--- config.mk ---
export PLATFORM = sky130hd
export DESIGN_NAME = alu_issue_ctrl_flat
export DESIGN_NICKNAME = d
export VERILOG_FILES = /design/src/rtl/alu_issue_ctrl_if.sv /design/src/rtl/alu_issue_ctrl.sv /design/src/flat_wrapper.sv
export SDC_FILE = /design/constraint.sdc
export NUM_CORES = 2
export LEC_CHECK = 0
export BUFFER_PORTS_ARGS = -buffer_cell sky130_fd_sc_hd__buf_2
export CORE_ASPECT_RATIO = 2
export CORE_UTILIZATION = 35
export CTS_CLUSTER_SIZE = 20
export DETAILED_ROUTE_END_ITERATION = 10
export SYNTH_ARGS = -nofsm -noshare
export SYNTH_HDL_FRONTEND = slang
export SYNTH_SLANG_ARGS = --single-unit
--- constraint.sdc ---
create_clock -name clk -period 35.9 [get_ports clk]
set_input_delay 1.795 -clock clk [delete_from_list [all_inputs] [get_ports clk]]
set_output_delay 1.795 -clock clk [all_outputs]
set_load 0.05 [all_outputs]
--- src/rtl/alu_issue_ctrl_if.sv ---
// Instruction handshake between the instruction source and alu_issue_ctrl.
// master: drives instr_valid/instr; slave: drives instr_ready.
interface alu_issue_ctrl_if;
  logic        instr_valid;
  logic        instr_ready;
  logic [31:0] instr;

  modport master (
    output instr_valid,
    output instr,
    input  instr_ready
  );

  modport slave (
    input  instr_valid,
    input  instr,
    output instr_ready
  );
endinterface

--- src/rtl/alu_issue_ctrl.sv ---
// Four-state issue controller: accept R-type, read regfile, drive ALU,
// write back. Ports: clk, rst, ib (instr handshake, slave), Src_1/Src_2/
// Funct/Result/Carry (ALU side), done/err/wb_data (retire status),
// carry_flag/carry_clr, dbg_addr/dbg_data (debug read).
// Option: ALU_ISSUE_STICKY_CARRY_EN makes carry_flag sticky until carry_clr.
module alu_issue_ctrl (
  input  logic             clk,
  input  logic             rst,
  alu_issue_ctrl_if.slave  ib,
  output logic [31:0]      Src_1,
  output logic [31:0]      Src_2,
  output logic [5:0]       Funct,
  input  logic [31:0]      Result,
  input  logic             Carry,
  output logic             done,
  output logic             err,
  output logic [31:0]      wb_data,
  output logic             carry_flag,
  input  logic             carry_clr,
  input  logic [4:0]       dbg_addr,
  output logic [31:0]      dbg_data
);

  typedef enum logic [1:0] {
    IDLE,
    READ,
    EXEC,
    WB
  } state_t;

  state_t      state;
  state_t      nxt;

  logic [5:0]  op_q;
  logic [4:0]  rs_q;
  logic [4:0]  rt_q;
  logic [4:0]  rd_q;
  logic [5:0]  fn_q;
  logic        carry_q;
  logic [31:0] rf [32];

  logic        legal;
  logic        is_add;
  logic        wr_en;

  // shamt is ignored; carry_clr only matters in the sticky build
  logic        unused_in;
`ifdef ALU_ISSUE_STICKY_CARRY_EN
  assign unused_in = ^ib.instr[10:6];
`else
  assign unused_in = ^{ib.instr[10:6], carry_clr};
`endif

  assign is_add = (fn_q == 6'b000001);
  assign legal  = (op_q == 6'd0) &&
                  (is_add || fn_q == 6'b000000);
  assign wr_en  = (state == WB) && legal &&
                  (rd_q != 5'd0);

  assign ib.instr_ready = (state == IDLE) && !rst;
  assign dbg_data       = rf[dbg_addr];

  always_ff @(posedge clk or posedge rst) begin
    if (rst) state <= IDLE;
    else     state <= nxt;
  end

  always_comb begin
    nxt = state;
    unique case (state)
      IDLE: if (ib.instr_valid) nxt = READ;
      READ: nxt = EXEC;
      EXEC: nxt = WB;
      WB:   nxt = IDLE;
      default: nxt = IDLE;
    endcase
  end

  always_ff @(posedge clk or posedge rst) begin
    if (rst) begin
      op_q    <= '0;
      rs_q    <= '0;
      rt_q    <= '0;
      rd_q    <= '0;
      fn_q    <= '0;
      Src_1   <= '0;
      Src_2   <= '0;
      Funct   <= '0;
      carry_q <= 1'b0;
      done    <= 1'b0;
      err     <= 1'b0;
      wb_data <= '0;
    end else begin
      done <= 1'b0;
      err  <= 1'b0;
      unique case (state)
        IDLE: begin
          if (ib.instr_valid) begin
            op_q <= ib.instr[31:26];
            rs_q <= ib.instr[25:21];
            rt_q <= ib.instr[20:16];
            rd_q <= ib.instr[15:11];
            fn_q <= ib.instr[5:0];
          end
        end
        READ: begin
          Src_1 <= rf[rs_q];
          Src_2 <= rf[rt_q];
          Funct <= fn_q;
        end
        EXEC: begin
          // ALU has had a full cycle to settle on Src_1/Src_2/Funct
          carry_q <= Carry;
          done    <= 1'b1;
          err     <= !legal;
          wb_data <= legal ? Result : 32'd0;
        end
        WB: ;
        default: ;
      endcase
    end
  end

  // rf[0] is never written, so it always reads zero
  always_ff @(posedge clk or posedge rst) begin
    if (rst) begin
      for (int i = 0; i < 32; i++) rf[i] <= '0;
    end else if (wr_en) begin
      rf[rd_q] <= wb_data;
    end
  end

  always_ff @(posedge clk or posedge rst) begin
    if (rst) begin
      carry_flag <= 1'b0;
    end else begin
`ifdef ALU_ISSUE_STICKY_CARRY_EN
      // a carry-setting retire beats a simultaneous clear
      if ((state == WB) && legal && is_add && carry_q)
        carry_flag <= 1'b1;
      else if (carry_clr)
        carry_flag <= 1'b0;
`else
      if ((state == WB) && legal)
        carry_flag <= is_add && carry_q;
`endif
    end
  end

endmodule

--- src/flat_wrapper.sv ---
// flat-port wrapper written by rule: the top's interface ports become plain ports
module alu_issue_ctrl_flat 
  (clk, rst, Src_1, Src_2, Funct, Result, Carry, done, err, wb_data, carry_flag, carry_clr, dbg_addr, dbg_data, ib_instr_valid, ib_instr, ib_instr_ready);
  alu_issue_ctrl_if ib_i ();
  input  logic clk;
  input  logic rst;
  output logic [31:0] Src_1;
  output logic [31:0] Src_2;
  output logic [5:0] Funct;
  input  logic [31:0] Result;
  input  logic Carry;
  output logic done;
  output logic err;
  output logic [31:0] wb_data;
  output logic carry_flag;
  input  logic carry_clr;
  input  logic [4:0] dbg_addr;
  output logic [31:0] dbg_data;
  input wire logic [$bits(ib_i.instr_valid)-1:0] ib_instr_valid;
  input wire logic [$bits(ib_i.instr)-1:0] ib_instr;
  output wire logic [$bits(ib_i.instr_ready)-1:0] ib_instr_ready;
  assign ib_i.instr_valid = ib_instr_valid;
  assign ib_i.instr = ib_instr;
  assign ib_instr_ready = ib_i.instr_ready;
  alu_issue_ctrl u_core (.clk(clk), .rst(rst), .ib(ib_i), .Src_1(Src_1), .Src_2(Src_2), .Funct(Funct), .Result(Result), .Carry(Carry), .done(done), .err(err), .wb_data(wb_data), .carry_flag(carry_flag), .carry_clr(carry_clr), .dbg_addr(dbg_addr), .dbg_data(dbg_data));
endmodule
# == Word level (Yosys, flattened, before mapping) ==
# Cells that the tools add are included.
# classes
n_mux,17
n_lt_le_gt_ge,5
eq_ne,5
reduce_logical,14
bitwise,4
# op_table
op,count
$bwmux 1024,1
$bmux 32 s5,3
$mux 32,8
$demux 32 s5,1
$ge 6x6->1 const B,4
$not 5->6,4
$logic_not 6->1,2
$pmux 2 s4,1
$eq 6x1->1 const B,1
$logic_and 1x1->1,6
$lt 6x1->1 const B,1
$reduce_bool 5->1,1
$eq 2x2->1 const B,2
$eq 2x1->1 const B,1
$logic_not 1->1,2
$logic_not 2->1,1
$mux 1,2
$mux 2,1
$ne 2x2->1 const B,1
$reduce_and 2->1,1
$logic_or 1x1->1,1
# word_totals
register_bits,1159
in_bits,74
word_cells,91
output_inout_bits,138

# == Longest topological paths before layout ==
# logic_depth
word_depth,6
mapped_depth,8

# == Least setup slack after synthesis ==
# No wires, ideal clock.
# synth_path
path_type,in2out
from,input dbg_addr[0]
to,output dbg_data[0]
path_slack_ps,30243
arrival_ps,3862
n_path_buf,3
path_stages,6
path_cell_list,clkbuf_1 buf_2 buf_2 mux4_2 mux4_2 mux2_2
# synth_via
elab_chain_cells,4
# synth_lines
element,line,text
"start, declared",flat_wrapper.sv:17,input logic [4:0] dbg_addr;
$not 5->6 (not written as such),alu_issue_ctrl.sv:61,assign dbg_data = rf[dbg_addr];
$bmux 32 s5,alu_issue_ctrl.sv:61,
$mux 32 (not written as such) (2 in series),alu_issue_ctrl.sv:61,
"end, declared",flat_wrapper.sv:18,output logic [31:0] dbg_data;
# No other way between the ends. The select of a mux whose other input is x is not followed.

==> impl_metrics.py <==
metrics = {
    "synthesis": {
        "ys_seq_area_share_pct": 42.7,
        "dominantRegCellSynth": "dfrtp_1",
        "ys_types": 30,
        "syn_area_um2": 67900,
        "ys_ff_latch": 1159,
        "yosysTopAreaCell": "dfrtp_1",
        "syn_nets": 5254,
        "async_flop_share_pct": 100,
        "yosys-top-cells-count": "dfrtp_1 (1159), mux2_2 (1123), mux2i_1 (1056), a22oi_1 (512), clkbuf_1 (375)",
        "synth.area.top_cells": "dfrtp_1 (43%), mux2_2 (19%), mux2i_1 (16%)",
        "post_synth.cell_area_avg_um2": 13.1,
        "synth_warnings": 0,
        "synth.most_common_cell": "dfrtp_1",
        "synth_top_area_share_pct": 42.7,
        "synthCells": 5175,
        "synth_edf_count": 0,
    },
    "timing": {
        "tightest_slew_ps": 1440,
        "timing.hold.ws_ps": 423,
        "fin_crit_ps": 8220,
        "hold_violations": 0,
        "setup_ws_ps": 27680,
        "finalMaxSlewViolations": 0,
        "slew-limit-headroom_pct": 3.12,
        "setup_viol": 0,
        "setup-tns-final_ps": 0,
        "max_freq_mhz": 122,
        "fin_crit_sh_pct": 22.9,
        "rsz0062_at_grt": "no",
        "skew_ps": 31.0,
    },
    "floorplanning": {
        "die_w_um": 314,
        "pin_count": 212,
        "rows": 228,
        "core_um2": 193000,
        "dieArea_um2": 196000,
        "fp.dieH_um": 625,
        "start_util_pct": 35.2,
    },
    "clocking": {
        "cts.sinks": 1159,
        "cts_setup_buffers": 0,
        "cts_buffers": 112,
        "cts_tree": "yes",
        "cts_resized": 0,
        "htree_levels": 3,
        "clk_pin_slew_ps": 70,
        "clk_latency_ps": 770,
        "clockRootBuffer": "clkbuf_16",
        "cts-hold-fix-buffers": 0,
        "cts_max_path_buffers": 3,
    },
    "critical_path": {
        "cp-end-kind": "asynchronous set/reset pin",
        "cpMostUsedCell": "buf_4",
        "rrSetupSlack_ps": 30110,
        "r2r-start": "u_core.rs_q[0]",
        "critPathMaxFanout": 162,
        "r2r_cells": 9,
        "critical-path-top-delay-family": "buffers and inverters",
        "start_kind": "input port",
        "path_class": "input port to asynchronous set/reset pin",
        "cp-endpoint": "u_core.rf[465]",
        "critical_path_depth": 9,
        "cpPeakStageDelay_ps": 940,
        "slowest_stage": "buf_4",
        "worstReg2RegEnd": "u_core.Src_1[17]",
        "crit_arrival_ps": 8930,
        "path_cells": "buf_2, inv_8, buf_4, buf_4, buf_4, buf_4, buf_12, buf_4, buf_4",
        "worst-path-buf-inv": 9,
        "crit_start": "rst",
        "required_ps": 36610,
    },
    "global_routing": {
        "grt_max_degree": 163,
        "grt.total_usage_pct": 24.1,
        "grt_first_pass_wirelength_mm": 347,
        "first_global_vias": 49200,
        "antenna_found_initial": 4,
        "overflow": 0,
    },
    "drt": {
        "ant_nets": 0,
        "vias": 47600,
        "remaining_drc_errors": 0,
        "drt_iter0_drc": 4163,
        "firstDrtPassIters": 5,
        "routed_via_density": 6.22,
        "routed_wl_mm": 240,
        "routedWlPerCell_um": 31.4,
    },
    "pwr": {
        "power_density_nw_per_um2": 68.0,
        "ir_drop_mv": 0.0948,
        "power_mw": 5.09,
        "p_leak_nw": 35.0,
    },
    "layout": {
        "multi_input_area_um2": 36900,
        "seqCellArea_um2": 29000,
        "stdcell_count": 7656,
        "area_growth_pct": 10.2,
        "fill_cells": 18400,
        "drive_gt1_share_pct": 38.6,
        "finalNetCount": 5109,
    },
    "placed_design": {
        "place.detailed.hpwl_mm": 136,
        "post-place-ws_ps": 26660,
        "portBuffers": 205,
        "place.gp.congestion": 0.816,
        "placed_cells": 7446,
    },
    "run": {
        "cap_violations": 0,
    },
    "status": {
        "status": "finished, final reports clean",
    },
    "worst_hold_path": {
        "hold_class": "flop to flop",
    },
}
layout by cell type, fill, tap and decap left out, drive strengths merged, types with 12 or more instances in the layout:
cell type,netlist,routed
dfrtp,1159,1159
mux2,1123,1123
mux2i,1056,1056
a22oi,512,512
mux4,320,320
buf,197,313
a21oi,257,257
clkbuf,375,169
nor4,67,67
nor2,36,36
clkinv,0,16
nand2,13,13
inv,4,12
logic make-up after synthesis:
group	after synthesis	share of synthesized area, %
adder cells (fa/ha/maj)	5	0.0921
multiplexers	2499	44.8
AND/OR/NAND/NOR	165	1.40
AO/OA/AOI/OAI	771	7.57
flip-flops	1159	42.7
buffers and inverters	576	3.48
through the flow:
step,cell area (um^2),util [%]
3_5_place_dp,71000,36.8
2_1_floorplan,67900,-
4_1_cts,74900,38.8
3_3_place_gp,71000,36.8
5_1_grt,74900,38.8
6_report,74900,38.8
worst min-delay path by stage:
stage,to,start,cells after the start
CTS,u_core.rf[1005],u_core.rf[1005],0
global placement,u_core.rf[1016],u_core.rf[1016],0
global route,u_core.rf[1015],u_core.rf[1015],0
floorplan,u_core.carry_flag,u_core.fn_q[1],1
finish,u_core.rf[997],u_core.rf[997],0
detailed placement,u_core.rf[997],u_core.rf[997],0
sequential cells by signal (all words and copies together), names as in the netlist, 6 cells and up:
register	flops
u_core.Funct	6
u_core.Src_1	32
u_core.Src_2	32
u_core.fn_q	6
u_core.op_q	6
u_core.rf	1024
u_core.wb_data	32
where the power goes:
part           internal (mW)  switching [mW]  leakage [nW]
Sequential              1.38           0.197          16.0
Combinational          0.745            1.50          17.2
Clock                  0.712           0.565          1.89
Total                   2.84            2.26          35.0
routing by layer:
metal	vias to the layer above	global-route usage [%]	part of all wire, %
met3	686	3.42	5.6
met1	25300	28.6	38
met5	-	0	0.0079
met2	1942	41.2	50
li1	19700	-	-
met4	4	14.2	6.6
cell type report:
class	instances	share of cell area [%]
clock inverter	40	0.712
multi-input combinational	3440	49.2
timing repair buffer	313	2.58
clock buffer	169	4.47
sequential	1159	38.7
antenna	1	0.00334
tap	2530	4.23
inverter	4	0.0301
(Power assumes the default switching activity.)
